==> config.mk <==
export PLATFORM = sky130hd
export DESIGN_NAME = pipeline_ctrl
export DESIGN_NICKNAME = d
export VERILOG_FILES = /design/src/rtl/pipeline_pkg.sv /design/src/rtl/fwd_sel.sv /design/src/rtl/pipeline_ctrl.sv
export SDC_FILE = /design/constraint.sdc
export NUM_CORES = 1
export LEC_CHECK = 0
export CELL_PAD_IN_SITES_DETAIL_PLACEMENT = 1
export CELL_PAD_IN_SITES_GLOBAL_PLACEMENT = 2
export CORE_MARGIN = 2
export CORE_UTILIZATION = 25
export DETAILED_ROUTE_END_ITERATION = 8
export MAX_ROUTING_LAYER = met4
export PLACE_DENSITY = 0.82
export SYNTH_ARGS = -nofsm -noshare
export SYNTH_HDL_FRONTEND = slang
export SYNTH_SLANG_ARGS = --single-unit
==> constraint.sdc <==
create_clock -name clk -period 4 [get_ports clk]
set_input_delay 0.8 -clock clk [delete_from_list [all_inputs] [get_ports clk]]
set_output_delay 0.8 -clock clk [all_outputs]
set_load 0.01 [all_outputs]
==> src/rtl/pipeline_pkg.sv <==
// pipeline_pkg: stage indices, result-source and forward-select codes for the 5-stage core
package pipeline_pkg;
  localparam int STG_IF = 0, STG_ID = 1, STG_EX = 2, STG_MA = 3, STG_WB = 4;
  localparam logic [1:0] RES_ALU = 2'd0, RES_MEM = 2'd1, RES_PC4 = 2'd2;
  localparam logic [1:0] FWD_NONE = 2'b00, FWD_WB = 2'b01, FWD_MEM = 2'b10;
endpackage

==> src/rtl/fwd_sel.sv <==
// fwd_sel: EX operand forward select for one source register
module fwd_sel
  import pipeline_pkg::*;
#(
  parameter int REG_AW = 5
) (
  input  logic [REG_AW-1:0] rs_addr,
  input  logic [REG_AW-1:0] ma_rd_addr,
  input  logic              ma_we,
  input  logic [1:0]        ma_res_src,
  input  logic [REG_AW-1:0] wb_rd_addr,
  input  logic              wb_we,
  output logic [1:0]        sel
);
  assign sel = (rs_addr == '0) ? FWD_NONE :
               (ma_we && rs_addr == ma_rd_addr && ma_res_src != RES_MEM) ? FWD_MEM :
               (wb_we && rs_addr == wb_rd_addr) ? FWD_WB : FWD_NONE;
endmodule

==> src/rtl/pipeline_ctrl.sv <==
// pipeline_ctrl: hazard, forwarding, multi-cycle hold, memory-wait and redirect control for the 5-stage core
module pipeline_ctrl
  import pipeline_pkg::*;
#(
  parameter int REG_AW     = 5,
  parameter int MC_LATENCY = 4,
  parameter int STAT_W     = 32
) (
  input  logic              clk,
  input  logic              reset,
  input  logic [REG_AW-1:0] id_rs1_addr,
  input  logic [REG_AW-1:0] id_rs2_addr,
  input  logic              id_rs1_used,
  input  logic              id_rs2_used,
  input  logic [REG_AW-1:0] ex_rs1_addr,
  input  logic [REG_AW-1:0] ex_rs2_addr,
  input  logic [REG_AW-1:0] ex_rd_addr,
  input  logic              ex_rd_write_enable,
  input  logic [1:0]        ex_res_src,
  input  logic              ex_mc_op,
  input  logic              ex_pc_src,
  input  logic [31:0]       ex_target_pc,
  input  logic [REG_AW-1:0] mem_rd_addr,
  input  logic              mem_rd_write_enable,
  input  logic [1:0]        mem_res_src,
  input  logic [REG_AW-1:0] wb_rd_addr,
  input  logic              wb_rd_write_enable,
  input  logic              imem_ready,
  input  logic              dmem_req,
  input  logic              dmem_ready,
  output logic [4:0]        stall,
  output logic [4:0]        flush,
  output logic [1:0]        forward_rs1,
  output logic [1:0]        forward_rs2,
  output logic              redirect_valid,
  output logic [31:0]       redirect_pc,
  output logic [STAT_W-1:0] stall_cycles,
  output logic [STAT_W-1:0] redirect_count
);
  localparam int MCW = MC_LATENCY > 1 ? $clog2(MC_LATENCY) : 1;
  logic [MCW-1:0] mc_cnt;
  logic           redir_pend;
  logic [31:0]    pend_pc;
  logic           dmem_wait, mc_hold, take, load_use, imem_wait;
  logic           hold_ex, hold_id, hold_if, deliver;
  fwd_sel #(.REG_AW(REG_AW)) u_fwd_rs1 (
    .rs_addr(ex_rs1_addr), .ma_rd_addr(mem_rd_addr), .ma_we(mem_rd_write_enable),
    .ma_res_src(mem_res_src), .wb_rd_addr(wb_rd_addr), .wb_we(wb_rd_write_enable), .sel(forward_rs1)
  );
  fwd_sel #(.REG_AW(REG_AW)) u_fwd_rs2 (
    .rs_addr(ex_rs2_addr), .ma_rd_addr(mem_rd_addr), .ma_we(mem_rd_write_enable),
    .ma_res_src(mem_res_src), .wb_rd_addr(wb_rd_addr), .wb_we(wb_rd_write_enable), .sel(forward_rs2)
  );
  assign dmem_wait = dmem_req & ~dmem_ready;
  assign mc_hold   = ex_mc_op & (mc_cnt != MCW'(MC_LATENCY - 1));
  assign take      = ex_pc_src & ~(dmem_wait | mc_hold);
  // The instruction in ID is wrong-path when EX redirects, so it needs no load-use bubble
  assign load_use  = ~take & (ex_res_src == RES_MEM) & ex_rd_write_enable & (ex_rd_addr != '0) &
                     ((id_rs1_used & (id_rs1_addr == ex_rd_addr)) | (id_rs2_used & (id_rs2_addr == ex_rd_addr)));
  assign imem_wait = ~imem_ready;
  assign hold_ex   = dmem_wait | mc_hold;
  assign hold_id   = hold_ex | load_use;
  assign hold_if   = hold_id | imem_wait;
  assign stall     = {dmem_wait, dmem_wait, hold_ex, hold_id, hold_if};
  // A redirect squashes IF even while fetch waits on imem; the target then stays pending
  assign flush     = {1'b0, mc_hold & ~dmem_wait, load_use & ~hold_ex, take | (imem_wait & ~hold_id), take};
  assign redirect_valid = take | redir_pend;
  assign redirect_pc    = take ? ex_target_pc : pend_pc;
  assign deliver        = redirect_valid & ~hold_if;
  always_ff @(posedge clk) begin
    if (reset) begin
      mc_cnt         <= '0;
      redir_pend     <= 1'b0;
      pend_pc        <= '0;
      stall_cycles   <= '0;
      redirect_count <= '0;
    end else begin
      mc_cnt         <= (ex_mc_op & hold_ex) ? mc_cnt + MCW'(mc_hold) : '0;
      redir_pend     <= redirect_valid & hold_if;
      pend_pc        <= (take & hold_if) ? ex_target_pc : pend_pc;
      stall_cycles   <= stall_cycles + STAT_W'(hold_if & ~&stall_cycles);
      redirect_count <= redirect_count + STAT_W'(deliver & ~&redirect_count);
    end
  end
endmodule

# After elaboration in Yosys (flattened, before gate mapping)
# Cells that the tools add are included.
[classes]
addsub = 3
n_eq_ne = 9
n_mux = 7
bitwise = 32
reduce_logical = 14
[ops]
columns = ["op", "n"]
rows = [
  ["$add A32 B1 Y32", 2],
  ["$reduce_and A32 Y1", 2],
  ["$mux W32", 1],
  ["$eq A5 B5 Y1", 6],
  ["$and A1 B1 Y1", 18],
  ["$logic_not A5 Y1", 2],
  ["$mux W2", 4],
  ["$not A1 Y1", 8],
  ["$logic_and A1 B1 Y1", 6],
  ["$or A1 B1 Y1", 6],
  ["$reduce_bool A5 Y1", 1],
  ["$add A2 B1 Y2", 1],
  ["$eq A2 B1 Y1 const B", 1],
  ["$logic_not A1 Y1", 2],
  ["$mux W1", 2],
  ["$ne A2 B1 Y1 const B", 1],
  ["$ne A2 B2 Y1 const B", 1],
  ["$reduce_or A2 Y1", 1],
]
[word_totals]
regBits = 99
input_bits = 83
output_inout_bits = 111
word_cells = 70

# Logic depth before layout (Yosys ltp)
# Gate-level depths: netlist of run 1.
[logic_depth]
word_depth = 16
ltp_mapped = 13
ltp_nobuf = 13

# By module
# From an unflattened synthesis of run 1, not the netlist that was laid out.
[hier_totals]
hier_cells = 599
hier_area_um2 = 5028.6
[by_module_without_submodules]
columns = ["mod", "instances", "cells_per_inst", "area_each_um2", "seq_area_each_um2"]
rows = [
  ["pipeline_ctrl", 1, 559, 4740.8, 1981.9],
  ["fwd_sel", 2, 20, 143.9, 0.0],
]

# Least setup slack after synthesis of run 1
# OpenSTA, ideal clock, no wires.
[synth_timing]
kind = "input to register"
from = "input ex_rd_addr[1]"
to = "register redirect_count[20]"
setup_time_ns = 0.128
t_arrival_ns = 3.187
t_required_ns = 3.872
path_slack_ns = 0.686
path_stages = 12
n_path_buf = 0
path_cell_list = "or4_1 -> nor2_1 -> nor4_1 -> nand2_1 -> nor3b_1 -> ha_1 -> ha_1 -> nand3_2 -> nor3_1 -> nor4b_1 -> xnor2_1 -> nor2_1"
[synth_via]
elab_chain_cells = 10
elab_cells_between_ends = 14
classes_between = "add/sub: 1; eq/ne: 2; bitwise: 10; reduce/logical: 1"
[synth_lines]
columns = ["item", "line", "rtl"]
rows = [
  ["from (decl)", "pipeline_ctrl.sv:17", "input logic [REG_AW-1:0] ex_rd_addr,"],
  ["$eq A5 B5 Y1", "pipeline_ctrl.sv:59", "((id_rs1_used & (id_rs1_addr == ex_rd_addr)) | (id_rs2_used & (id_rs2_addr == ex_rd_addr)));"],
  ["$and A1 B1 Y1", "pipeline_ctrl.sv:59", ""],
  ["$or A1 B1 Y1", "pipeline_ctrl.sv:59", ""],
  ["$and A1 B1 Y1 *", "pipeline_ctrl.sv:58", "assign load_use = ~take & (ex_res_src == RES_MEM) & ex_rd_write_enable & (ex_rd_addr != '0) &"],
  ["$or A1 B1 Y1 *", "pipeline_ctrl.sv:62", "assign hold_id = hold_ex | load_use;"],
  ["$or A1 B1 Y1 *", "pipeline_ctrl.sv:63", "assign hold_if = hold_id | imem_wait;"],
  ["$not A1 Y1 *", "pipeline_ctrl.sv:69", "assign deliver = redirect_valid & ~hold_if;"],
  ["$and A1 B1 Y1 *", "pipeline_ctrl.sv:69", ""],
  ["$and A1 B1 Y1 *", "pipeline_ctrl.sv:82", "redirect_count <= redirect_count + STAT_W'(deliver & ~&redirect_count);"],
  ["$add A32 B1 Y32 *", "pipeline_ctrl.sv:82", ""],
  ["to (signal assigned)", "pipeline_ctrl.sv:82", ""],
  ["to (decl)", "pipeline_ctrl.sv:38", "output logic [STAT_W-1:0] redirect_count"],
]
# Every way passes the cells marked *; elsewhere a longest branch is shown, timed or not.
# A chain may end at the register's enable or synchronous reset.

# Worst setup path after layout of run 1
[layout_timing]
from = "input ex_mc_op"
to = "output flush[2]"
[layout_via]
elab_chain_cells = 10
[layout_lines]
columns = ["item", "line", "rtl"]
rows = [
  ["from (decl)", "pipeline_ctrl.sv:20", "input logic ex_mc_op,"],
  ["$and A1 B1 Y1 *", "pipeline_ctrl.sv:55", "assign mc_hold = ex_mc_op & (mc_cnt != MCW'(MC_LATENCY - 1));"],
  ["$or A1 B1 Y1 *", "pipeline_ctrl.sv:56, pipeline_ctrl.sv:61", ""],
  ["$not A1 Y1 *", "pipeline_ctrl.sv:56, pipeline_ctrl.sv:66", ""],
  ["$and A1 B1 Y1", "pipeline_ctrl.sv:56", "assign take = ex_pc_src & ~(dmem_wait | mc_hold);"],
  ["$not A1 Y1", "pipeline_ctrl.sv:58", ""],
  ["$and A1 B1 Y1 (4 in series)", "pipeline_ctrl.sv:58", ""],
  ["$and A1 B1 Y1 *", "pipeline_ctrl.sv:66", "assign flush = {1'b0, mc_hold & ~dmem_wait, load_use & ~hold_ex, take | (imem_wait & ~hold_id), take};"],
  ["to (decl)", "pipeline_ctrl.sv:32", "output logic [4:0] flush,"],
]
# Marks and branches as above.

==> flow_summary.toml, run 1 <==
[status]
status = "finished clean"

[placed_design]
placed_area_sq_um = 7400
port_buffers = 192
dp_hpwl_mm = 12.2
gp_congestion = 0.778
dpl_worst_slack_ns = -0.0331

[clock_network]
cts.sinks = 99
postCtsSetupRepairBufs = 0
clock_latency_ns = 0.36
cts_resized = 0
root_buffer = "clkbuf_16"
cts_tree = "built"
cts_buffer_depth = 2
cts_inserted_buffers = 9
clk_transition_reported_paths_ns = 0.06
cts_max_level = 3
holdBufCountCts = 0

[global_route]
antenna_found_initial = 0
grt_first_pass_wirelength_mm = 26.5
grt_usage_pct = 15.8
grt_pass1_vias = 4878
overflow = 0
grt_start_max_net_pins = 74

[floorplan]
die_width_um = 147
dieArea_sq_um = 21500
pin_count = 194
coreArea_sq_um = 20100
start_util_pct = 25.3
die_h_um = 147
rows = 52

[routing]
drcViolationCount = 0
routed_via_density = 4.60
antenna_left = 0
first_pass_iters = 4
wire_per_inst_um = 15.3
drtIter0Drc = 153
vias = 4936
wirelength_mm = 16.4

[sta]
slew_violations = 0
setup_violations = 0
fin_crit_sh_pct = 94.9
hold_viol = 0
relSlewSlack_pct = 43.6
finClkSkew_ns = 0.00793
fmax_mhz = 264
worst_pin_slew_ns = 0.846
fin_ws_ns = 0.206
min_period_ns = 3.79
holdWs_ns = 0.453
grt_setup_unrepaired = "false"

[power]
power.total_mw = 2.36
switchingPower_mw = 0.547
p_seq_share_pct = 42.7
vdd_drop_max_v = 0.000154
clock_power_share_pct = 44.0
combPwrFrac_pct = 13.2
swShare_pct = 23.2
power.density_nw_per_um2 = 305
intPower_mw = 1.81
power.leakage_nw = 2.69

[setup_path]
path_max_fanout = 4
cp-start-kind = "input port"
crit_required_ns = 3.20
critPathKind = "input port to output port"
crit_arrival_ns = 2.99
cp-end-kind = "output port"

[worst_hold_path]
hold_path_class = "flop to flop"

[logic_synthesis]
synthAdderAreaFrac_pct = 1.48
seq_area_frac_synth_pct = 39.0
yosysTopAreaCell = "dfxtp_1"
synth-compound-area-share_pct = 5.59
synth.cell_area_sq_um = 5080
synth-xor-area-share_pct = 14.0
synth_edf_count = 0
synth_mux_area_share_pct = 7.54
synthArstFlopShare_pct = 0
synth_top_family_by_area = "simple AND/OR/NAND/NOR gates"
synth_top_area_share_pct = 39.0
ys_ff_latch = 99
yosys_warnings = 0
synthTopCellsByArea = "dfxtp_1 39%, xnor2_1 7.4%, mux2_2 7.3%"
synth_fp_nets = 688
synth-simple-area-share_pct = 28.4
synth.distinct_cells = 44
syn_inst = 599
synth.avg_cell_area_sq_um = 8.48
synth_ff_type = "dfxtp_1"

[finish]
final_area_sq_um = 7750
syn_to_final_growth_pct = 52.6
final_cell_mix = "191 x clkdlybuf4s50_1, 99 x dfxtp_1, 88 x nand2_1"
drive_above_1_share_pct = 11.8
final_util_pct = 38.6
layout_commonest_cell = "clkdlybuf4s50_1"
final_nets = 887
num_antenna_cells = 0

[job]
cap_violations = 0
power groups by stage:
stage | registers [mW] | logic, mW | clock network [mW]
after floorplan | 1.03 | 0.127 | 0
after global placement | 1.03 | 0.313 | 0
after detailed placement | 1.03 | 0.315 | 0
after CTS | 1.01 | 0.317 | 1.09
after global routing | 1.01 | 0.339 | 1.13
final | 1.01 | 0.313 | 1.04
logic make-up after synthesis:
group / Yosys count
AO/OA/AOI/OAI: 54
XOR/XNOR: 81
adder cells (fa/ha/maj): 6
buffers and inverters: 44
flip-flops: 99
multiplexers: 34
other: 1
AND/OR/NAND/NOR: 280
final cells by class:
type	count	area (sq um)
repair buffers	222	2140
clock inverters	5	108
flip-flops and latches	99	1980
multi-input cells	456	2900
inverters	10	37.5
well taps	270	338
fillers	2358	12400
clock buffers	11	243
synthesized netlist by cell type (9+ instances only):
library cell	n
nand3_1	27
dfxtp_1	99
xnor2_1	43
clkbuf_1	21
nor2_1	65
a21oi_1	40
mux2_2	33
inv_1	9
nand2_1	88
nand4_1	28
xor2_1	38
routing by layer:
layer	global-route usage [%]	wire, um	vias up
li1	-	-	2449
met1	20.6	7890	2351
met2	24.6	7480	119
met3	3.09	741	17
met4	5.49	270	0
met5	-	0	-
worst max-delay path: stages:
cell             delay, ns
clkdlybuf4s50_1       0.49
a21bo_2               0.24
nand3_1               0.11
inv_2                 0.05
nor4_1                0.32
nand2_1               0.17
buf_4                 0.19
nor2_1                0.08
clkdlybuf4s50_1       0.53
state kept, by name, indices dropped and copies added, names as in the netlist:
signal,cells
pend_pc,32
redirect_count,32
stall_cycles,32
mc_cnt,2
redir_pend,1
path summary, 6_finish.rpt:
check / startpoint / end / slack [ns] / cells past startpoint
worst max-delay path: ex_mc_op / flush[2] / 0.21 / 9
worst min register to register: pend_pc[16] / pend_pc[16] / 0.45 / 2
worst min-delay path: pend_pc[16] / pend_pc[16] / 0.45 / 2
worst max register to register: redirect_count[14] / redirect_count[30] / 0.78 / 14
metrics by stage:
step	instances	TNS, ns
3_5_place_dp	1057	-0.0377
3_3_place_gp	1057	0
5_1_grt	1073	0
2_1_floorplan	599	0
6_report	1073	0
4_1_cts	1073	0
No activity file was read; power rests on OpenSTA's default activity.
==> run 2: changes to the inputs <==
Settings changed: GPL_ROUTABILITY_DRIVEN set to 0.
==> results of run 2 <==
No change in the layout: final DEF, timing and power equal those of run 1.
